==> config.mk <==
export PLATFORM = sky130hd
export DESIGN_NAME = seq_det_scheduler
export DESIGN_NICKNAME = d
export VERILOG_FILES = /design/src/rtl/seq_det_pkg.sv /design/src/rtl/seq_det_scheduler_rr_arbiter.sv /design/src/rtl/seq_det_scheduler.sv
export SDC_FILE = /design/constraint.sdc
export NUM_CORES = 1
export LEC_CHECK = 0
export CAP_MARGIN = 20
export CORE_MARGIN = 10
export CORE_UTILIZATION = 45
export DETAILED_ROUTE_END_ITERATION = 8
export GPL_TIMING_DRIVEN = 1
export MAX_ROUTING_LAYER = met4
export PLACE_DENSITY = 0.79
export SETUP_SLACK_MARGIN = 0.2
export SYNTH_ARGS = -nofsm -noshare
export SYNTH_HDL_FRONTEND = slang
export SYNTH_SLANG_ARGS = --single-unit
export TNS_END_PERCENT = 50
==> constraint.sdc <==
create_clock -name clk -period 5.4 [get_ports clk]
set_input_delay 0.81 -clock clk [delete_from_list [all_inputs] [get_ports clk]]
set_output_delay 0.81 -clock clk [all_outputs]
set_load 0.01 [all_outputs]
==> src/rtl/seq_det_pkg.sv <==
// Shared types and constants for the sequence-detector scheduler: FSM state
// encoding, detector output codes and default sizing.
package seq_det_pkg;

  localparam int N_REQ_DEF = 4;
  localparam int W_DEF     = 16;

  localparam logic [1:0] Y_NONE  = 2'b00;
  localparam logic [1:0] Y_HIT01 = 2'b01;
  localparam logic [1:0] Y_HIT11 = 2'b11;

  typedef enum logic [2:0] {
    IDLE  = 3'd0,
    CLEAR = 3'd1,
    SHIFT = 3'd2,
    DRAIN = 3'd3,
    RESP  = 3'd4
  } state_t;

endpackage

==> src/rtl/seq_det_scheduler_rr_arbiter.sv <==
// Combinational round-robin pick: first set request at or after ptr, with
// wrap-around, returned both one-hot and as an index.
module rr_arbiter #(
  parameter int N_REQ = 4,
  parameter int IW    = $clog2(N_REQ)
) (
  input  logic [N_REQ-1:0] req,
  input  logic [IW-1:0]    ptr,
  output logic [N_REQ-1:0] sel,
  output logic [IW-1:0]    sel_idx,
  output logic             any
);

  logic [IW-1:0] j;

  // NOTE: every output of a combinational block gets a default before any
  // conditional assignment; a path that skips an assignment infers a latch.
  always_comb begin
    sel     = '0;
    sel_idx = '0;
    any     = 1'b0;
    j       = ptr;
    for (int i = 0; i < N_REQ; i++) begin
      if (!any && req[j]) begin
        any     = 1'b1;
        sel_idx = j;
        sel[j]  = 1'b1;
      end
      j = (j == IW'(N_REQ - 1)) ? '0 : j + 1'b1;
    end
  end

endmodule

==> src/rtl/seq_det_scheduler.sv <==
// Round-robin scheduler sharing one external Moore sequence detector among
// N_REQ requesters. Define SCHED_EARLY_STOP_EN to end a run on the first 11 hit.
module seq_det_scheduler
  import seq_det_pkg::*;
#(
  parameter int N_REQ = N_REQ_DEF,
  parameter int W     = W_DEF,
  parameter int LW    = $clog2(W + 1),
  localparam int IW   = $clog2(N_REQ)
) (
  input  logic              clk,
  input  logic              rst,
  input  logic [N_REQ-1:0]  req,
  input  logic [N_REQ*W-1:0]  req_data,
  input  logic [N_REQ*LW-1:0] req_len,
  output logic [N_REQ-1:0]  grant,
  output logic              det_x,
  output logic              det_rst,
  input  logic [1:0]        det_y,
  output logic              rsp_valid,
  input  logic              rsp_ready,
  output logic [IW-1:0]     rsp_id,
  output logic [LW-1:0]     rsp_cnt01,
  output logic [LW-1:0]     rsp_cnt11,
`ifdef SCHED_EARLY_STOP_EN
  output logic              rsp_stopped,
  output logic [LW-1:0]     rsp_consumed,
`endif
  output logic              busy
);

  localparam logic [LW-1:0] CNT_MAX = '1;
  localparam logic [LW-1:0] LEN_MAX = LW'(W);

  state_t          state, state_nx;
  logic [IW-1:0]   rr_ptr, id;
  logic [W-1:0]    data, slot_data, data_sh;
  logic [LW-1:0]   len, idx, cnt01, cnt11, slot_len, slot_len_c;
  logic            rst_hold, accept, sample;
  logic [N_REQ-1:0] sel;
  logic [IW-1:0]   sel_idx;
  logic            sel_any;
`ifdef SCHED_EARLY_STOP_EN
  logic            stopped;
  logic [LW-1:0]   consumed;
`endif

  rr_arbiter #(.N_REQ(N_REQ), .IW(IW)) u_arb (
    .req     (req),
    .ptr     (rr_ptr),
    .sel     (sel),
    .sel_idx (sel_idx),
    .any     (sel_any)
  );

  assign slot_data  = req_data[sel_idx*W +: W];
  assign slot_len   = req_len[sel_idx*LW +: LW];
  assign slot_len_c = (slot_len > LEN_MAX) ? LEN_MAX : slot_len;
  // MSB-first: bit len-1-idx of the latched string lands in data_sh[0].
  assign data_sh    = data >> (len - idx - 1'b1);
  // No accept while the detector is still held in its post-reset clear.
  assign accept     = (state == IDLE) && !rst_hold && sel_any;
  // det_y lags det_x by one cycle, so the first SHIFT cycle has nothing to see.
  assign sample     = ((state == SHIFT) && (idx != '0)) || (state == DRAIN);

  always_comb begin
    state_nx  = state;
    grant     = '0;
    det_x     = 1'b0;
    det_rst   = rst_hold;
    rsp_valid = 1'b0;
    case (state)
      IDLE: if (accept) begin
        grant    = sel;
        state_nx = (slot_len_c == '0) ? RESP : CLEAR;
      end
      CLEAR: begin
        det_rst  = 1'b1;
        state_nx = SHIFT;
      end
      SHIFT: begin
        det_x = data_sh[0];
        if (idx == len - 1'b1) state_nx = DRAIN;
      end
      DRAIN: state_nx = RESP;
      RESP: begin
        rsp_valid = 1'b1;
        if (rsp_ready) state_nx = IDLE;
      end
      default: state_nx = IDLE;
    endcase
`ifdef SCHED_EARLY_STOP_EN
    if (sample && (det_y == Y_HIT11)) begin
      det_x    = 1'b0;
      state_nx = RESP;
    end
`endif
  end

  // NOTE: sequential state uses non-blocking assignments so every register
  // samples the pre-edge values, independent of statement order.
  always_ff @(posedge clk or negedge rst) begin
    if (!rst) begin
      state    <= IDLE;
      rr_ptr   <= '0;
      id       <= '0;
      idx      <= '0;
      cnt01    <= '0;
      cnt11    <= '0;
      rst_hold <= 1'b1;
`ifdef SCHED_EARLY_STOP_EN
      stopped  <= 1'b0;
      consumed <= '0;
`endif
    end else begin
      state    <= state_nx;
      rst_hold <= 1'b0;
      if (accept) begin
        id    <= sel_idx;
        cnt01 <= '0;
        cnt11 <= '0;
`ifdef SCHED_EARLY_STOP_EN
        stopped  <= 1'b0;
        consumed <= '0;
`endif
      end
      if (state == CLEAR)      idx <= '0;
      else if (state == SHIFT) idx <= idx + 1'b1;
      if (sample) begin
        if ((det_y == Y_HIT01) && (cnt01 != CNT_MAX)) cnt01 <= cnt01 + 1'b1;
        if ((det_y == Y_HIT11) && (cnt11 != CNT_MAX)) cnt11 <= cnt11 + 1'b1;
`ifdef SCHED_EARLY_STOP_EN
        consumed <= consumed + 1'b1;
        if (det_y == Y_HIT11) stopped <= 1'b1;
`endif
      end
      if (rsp_valid && rsp_ready)
        rr_ptr <= (id == IW'(N_REQ - 1)) ? '0 : id + 1'b1;
    end
  end

  // NOTE: the payload registers carry no reset; they are always reloaded on
  // accept before anything reads them.
  always_ff @(posedge clk) begin
    if (accept) begin
      data <= slot_data;
      len  <= slot_len_c;
    end
  end

  assign rsp_id    = id;
  assign rsp_cnt01 = cnt01;
  assign rsp_cnt11 = cnt11;
  assign busy      = (state != IDLE);
`ifdef SCHED_EARLY_STOP_EN
  assign rsp_stopped  = stopped;
  assign rsp_consumed = consumed;
`endif

endmodule

==> flow_summary_export.csv <==
group,metric,value,unit
status,outcome,"finished, final reports clean",
final_layout,final_common_cell,"clkdlybuf4s50_1",
clocking,clockBufferDepth,2,
critical_path,worstSetupPathType,"register to output port",
logic_synthesis,synth_top_cell_by_area,"edfxtp_1",
floorplanning,start_util,46.06,%
critical_path,path_delay_family,"buffers and inverters",
detailed_routing,wl_met3,400,µm
critical_path,rrSetupSlack,1.29,ns
final_layout,drive_above_1_share,9.382,%
clocking,clk_pin_slew,0.09,ns
global_routing,antenna_found_initial,0,
critical_path,arrival,3.56,ns
placed_design,portBuffers,112,
clocking,post-cts-setup-buffers,0,
detailed_routing,first_pass_iters,5,
power,leakage,1.893,nW
final_layout,diodes,0,
floorplanning,io_pins,113,
timing,relSlewSlack,39.83,%
detailed_routing,wirelength_met1,3866,µm
logic_synthesis,syn-num-nets,438,
global_routing,grt_max_degree,39,
final_layout,mostFrequentLayoutCells,"112 x clkdlybuf4s50_1, 31 x nand2_1, 29 x mux2i_1, 29 x nor2_1, 24 x a21oi_1",
detailed_routing,totalWireLength,8901,µm
clocking,cts_made_buffers,5,
logic_synthesis,yosysUniqueCellTypes,59,
critical_path,startpoint_type,"register",
worst_hold_path,hold_path_depth,1,
placed_design,post-place-ws,1.327,ns
detailed_routing,drc,0,
final_layout,syn_to_final_growth,38.50,%
critical_path,path_cells,"inv_1 > ha_1 > or3_4 > and4_4 > o31ai_4 > o21ai_1 > a21oi_1 > clkdlybuf4s50_1",
timing,setup-violations-final,0,
final_layout,utilization,63.79,%
detailed_routing,drt-vias-per-instance,5.334,
timing,hold_slack,0.5138,ns
clocking,hold_buffers,0,
clocking,cts-root-buf,"clkbuf_8",
power,ir_worst_vdd,0.0004598,V
timing,finalMaxSlewViolations,0,
floorplanning,core,0.007253,mm²
logic_synthesis,async_flop_share,52.27,%
critical_path,cpPeakStageDelay,0.70,ns
timing,fin_skew,0.01067,ns
clocking,worstSkewPairLatency,0.30,ns
critical_path,required,4.59,ns
power,power.density,621.2,mW/mm²
global_routing,grt_pass1_vias,3018,
floorplanning,die_area,0.01127,mm²
worst_hold_path,holdPathEnd,"rsp_cnt01[2]",
critical_path,critPathBufInv,2,
floorplanning,fp.dieH,106.2,µm
run,maxCapViolCount,0,
critical_path,crit_path_max_fanout,14,
logic_synthesis,synth_top_area_share,18.88,%
detailed_routing,top_layer,"met4",
final_layout,fin_nets,546,
timing,setup_slack,1.031,ns
detailed_routing,wire_per_inst,16.61,µm
logic_synthesis,yosys_warnings,0,
clocking,h-tree-depth,2,
floorplanning,dieWidth,106.2,µm
logic_synthesis,synthTopCellsByArea,"edfxtp_1 19%, dfrtp_1 16%, mux2i_1 8.7%, ha_1 6.0%, mux2_1 5.1%",
placed_design,gp_congestion,0.8677,
detailed_routing,dr_wl_met2,4546,µm
critical_path,crit_path_end_kind,"output port",
timing,max_freq,228.9,MHz
detailed_routing,vias,2859,
critical_path,critPathSlowestCell,"dfrtp_1",
timing,fin_crit_sh,80.90,%
critical_path,reg2reg_depth,11,
worst_hold_path,min_from,"rsp_cnt01[2]",
logic_synthesis,syn_area_per_cell,10.19,µm²
timing,fin_setup_tns,0,ns
final_layout,final_cells,536,
placed_design,hpwl,7269,µm
detailed_routing,drt_iter0_markers,167,
logic_synthesis,synth_edf_count,21,
global_routing,grt_pass1_wl,14720,µm
logic_synthesis,synth_ff_type,"dfrtp_1",
timing,hold_violations,0,
logic_synthesis,netlist_area,0.003341,mm²
placed_design,place_inst,527,
global_routing,overflow,0,
logic_synthesis,ys_seq_elements,44,
clocking,tritoncts,"built",
logic_synthesis,yosysSeqAreaShare,36.14,%
detailed_routing,detail-route-antenna-nets,0,
clocking,ctsResizeCount,0,
logic_synthesis,syn_inst,328,
clocking,cts_sinks,44,
critical_path,rr_endpoint,"data[2]",
global_routing,grt_use_total,15.97,%
timing,rsz0062_at_grt,"false",
worst_hold_path,hp-class,"register to register",
floorplanning,placementRows,31,
critical_path,reg2reg_from,"rr_ptr[0]",
timing,worstMarginPinSlew,0.9015,ns
timing,final.min_clock_period,4.369,ns
## sequential cells by signal, summed over array words and instances (netlist names)
| signal | flops |
|---|---|
| len | 5 |
| rsp_cnt01 | 5 |
| state | 3 |
| idx | 5 |
| rsp_cnt11 | 5 |
| data | 16 |
| rst_hold | 1 |
| rr_ptr | 2 |
| rsp_id | 2 |
## cell families after synthesis
logic type                 after synthesis  share of synthesized area, %
buffers and inverters                   31                         5.131
xor gates and xnor gates                10                         2.622
DFF                                     44                         36.14
adders and majority gates               17                         6.592
muxes                                   62                         22.17
AOI/OAI and AO/OA                       62                         12.55
other                                    1                        0.1123
and+or+nand+nor                        101                         14.68
## Yosys cell counts (4+ instances only)
master	count
mux4_2	6
mux2_2	11
nand3_1	13
clkbuf_1	6
edfxtp_1	21
inv_1	15
a222oi_1	4
nor2_1	29
xor2_1	5
a21oi_1	24
dfrtp_1	22
nand2_1	31
mux2i_1	29
o21ai_0	13
ha_1	16
xnor2_1	5
mux2_1	15
o21ai_1	4
nand4_1	6
## stage by stage
step | power [mW] | cell area, µm²
6_report | 2.874 | 4627
5_1_grt | 3.111 | 4627
4_1_cts | 2.876 | 4612
3_5_place_dp | 2.621 | 4504
2_1_floorplan | 2.235 | 3341
3_3_place_gp | 2.552 | 4504
## how the worst max path moves through the flow
stage	start	endpoint	slack, ns	cells past startpoint
floorplan	rr_ptr[0]	grant[0]	1.98	9
global placement	rr_ptr[0]	data[2]	1.43	11
detailed placement	rr_ptr[0]	data[13]	1.33	11
CTS	rr_ptr[0]	grant[1]	1.07	8
global route	rr_ptr[0]	grant[3]	0.86	9
finish	rr_ptr[0]	grant[0]	1.03	8
## power breakdown
part | switching, mW | internal [mW]
Sequential | 0.120 | 0.569
Clock | 0.111 | 0.137
Combinational | 1.02 | 0.916
## routing by layer
metal	track usage, %	vias up
met2	26.86	97
met4	3.482	0
met1	19.61	1339
met3	2.838	6
li1	-	1417
met5	-	-
## final cells by class
type	count	area, µm²
flip-flops and latches	44	1207
multi-input cells	253	1969
clock buffers	6	72.57
inverters	16	60.06
well taps	99	123.9
repair buffers	116	1159
fillers	603	2626
clock inverters	2	35.03
## worst reg2reg max path, delay by kind of cell, from the launching register on
kind	cells	cell delay [ns]
AND/OR/NAND/NOR	4	0.83
AO/OA/AOI/OAI	3	0.75
adder cells (fa/ha/maj)	1	0.44
multiplexers	1	0.42
flip-flops	1	0.70
buffers and inverters	2	0.70
No activity file was read; power rests on OpenSTA's default activity.
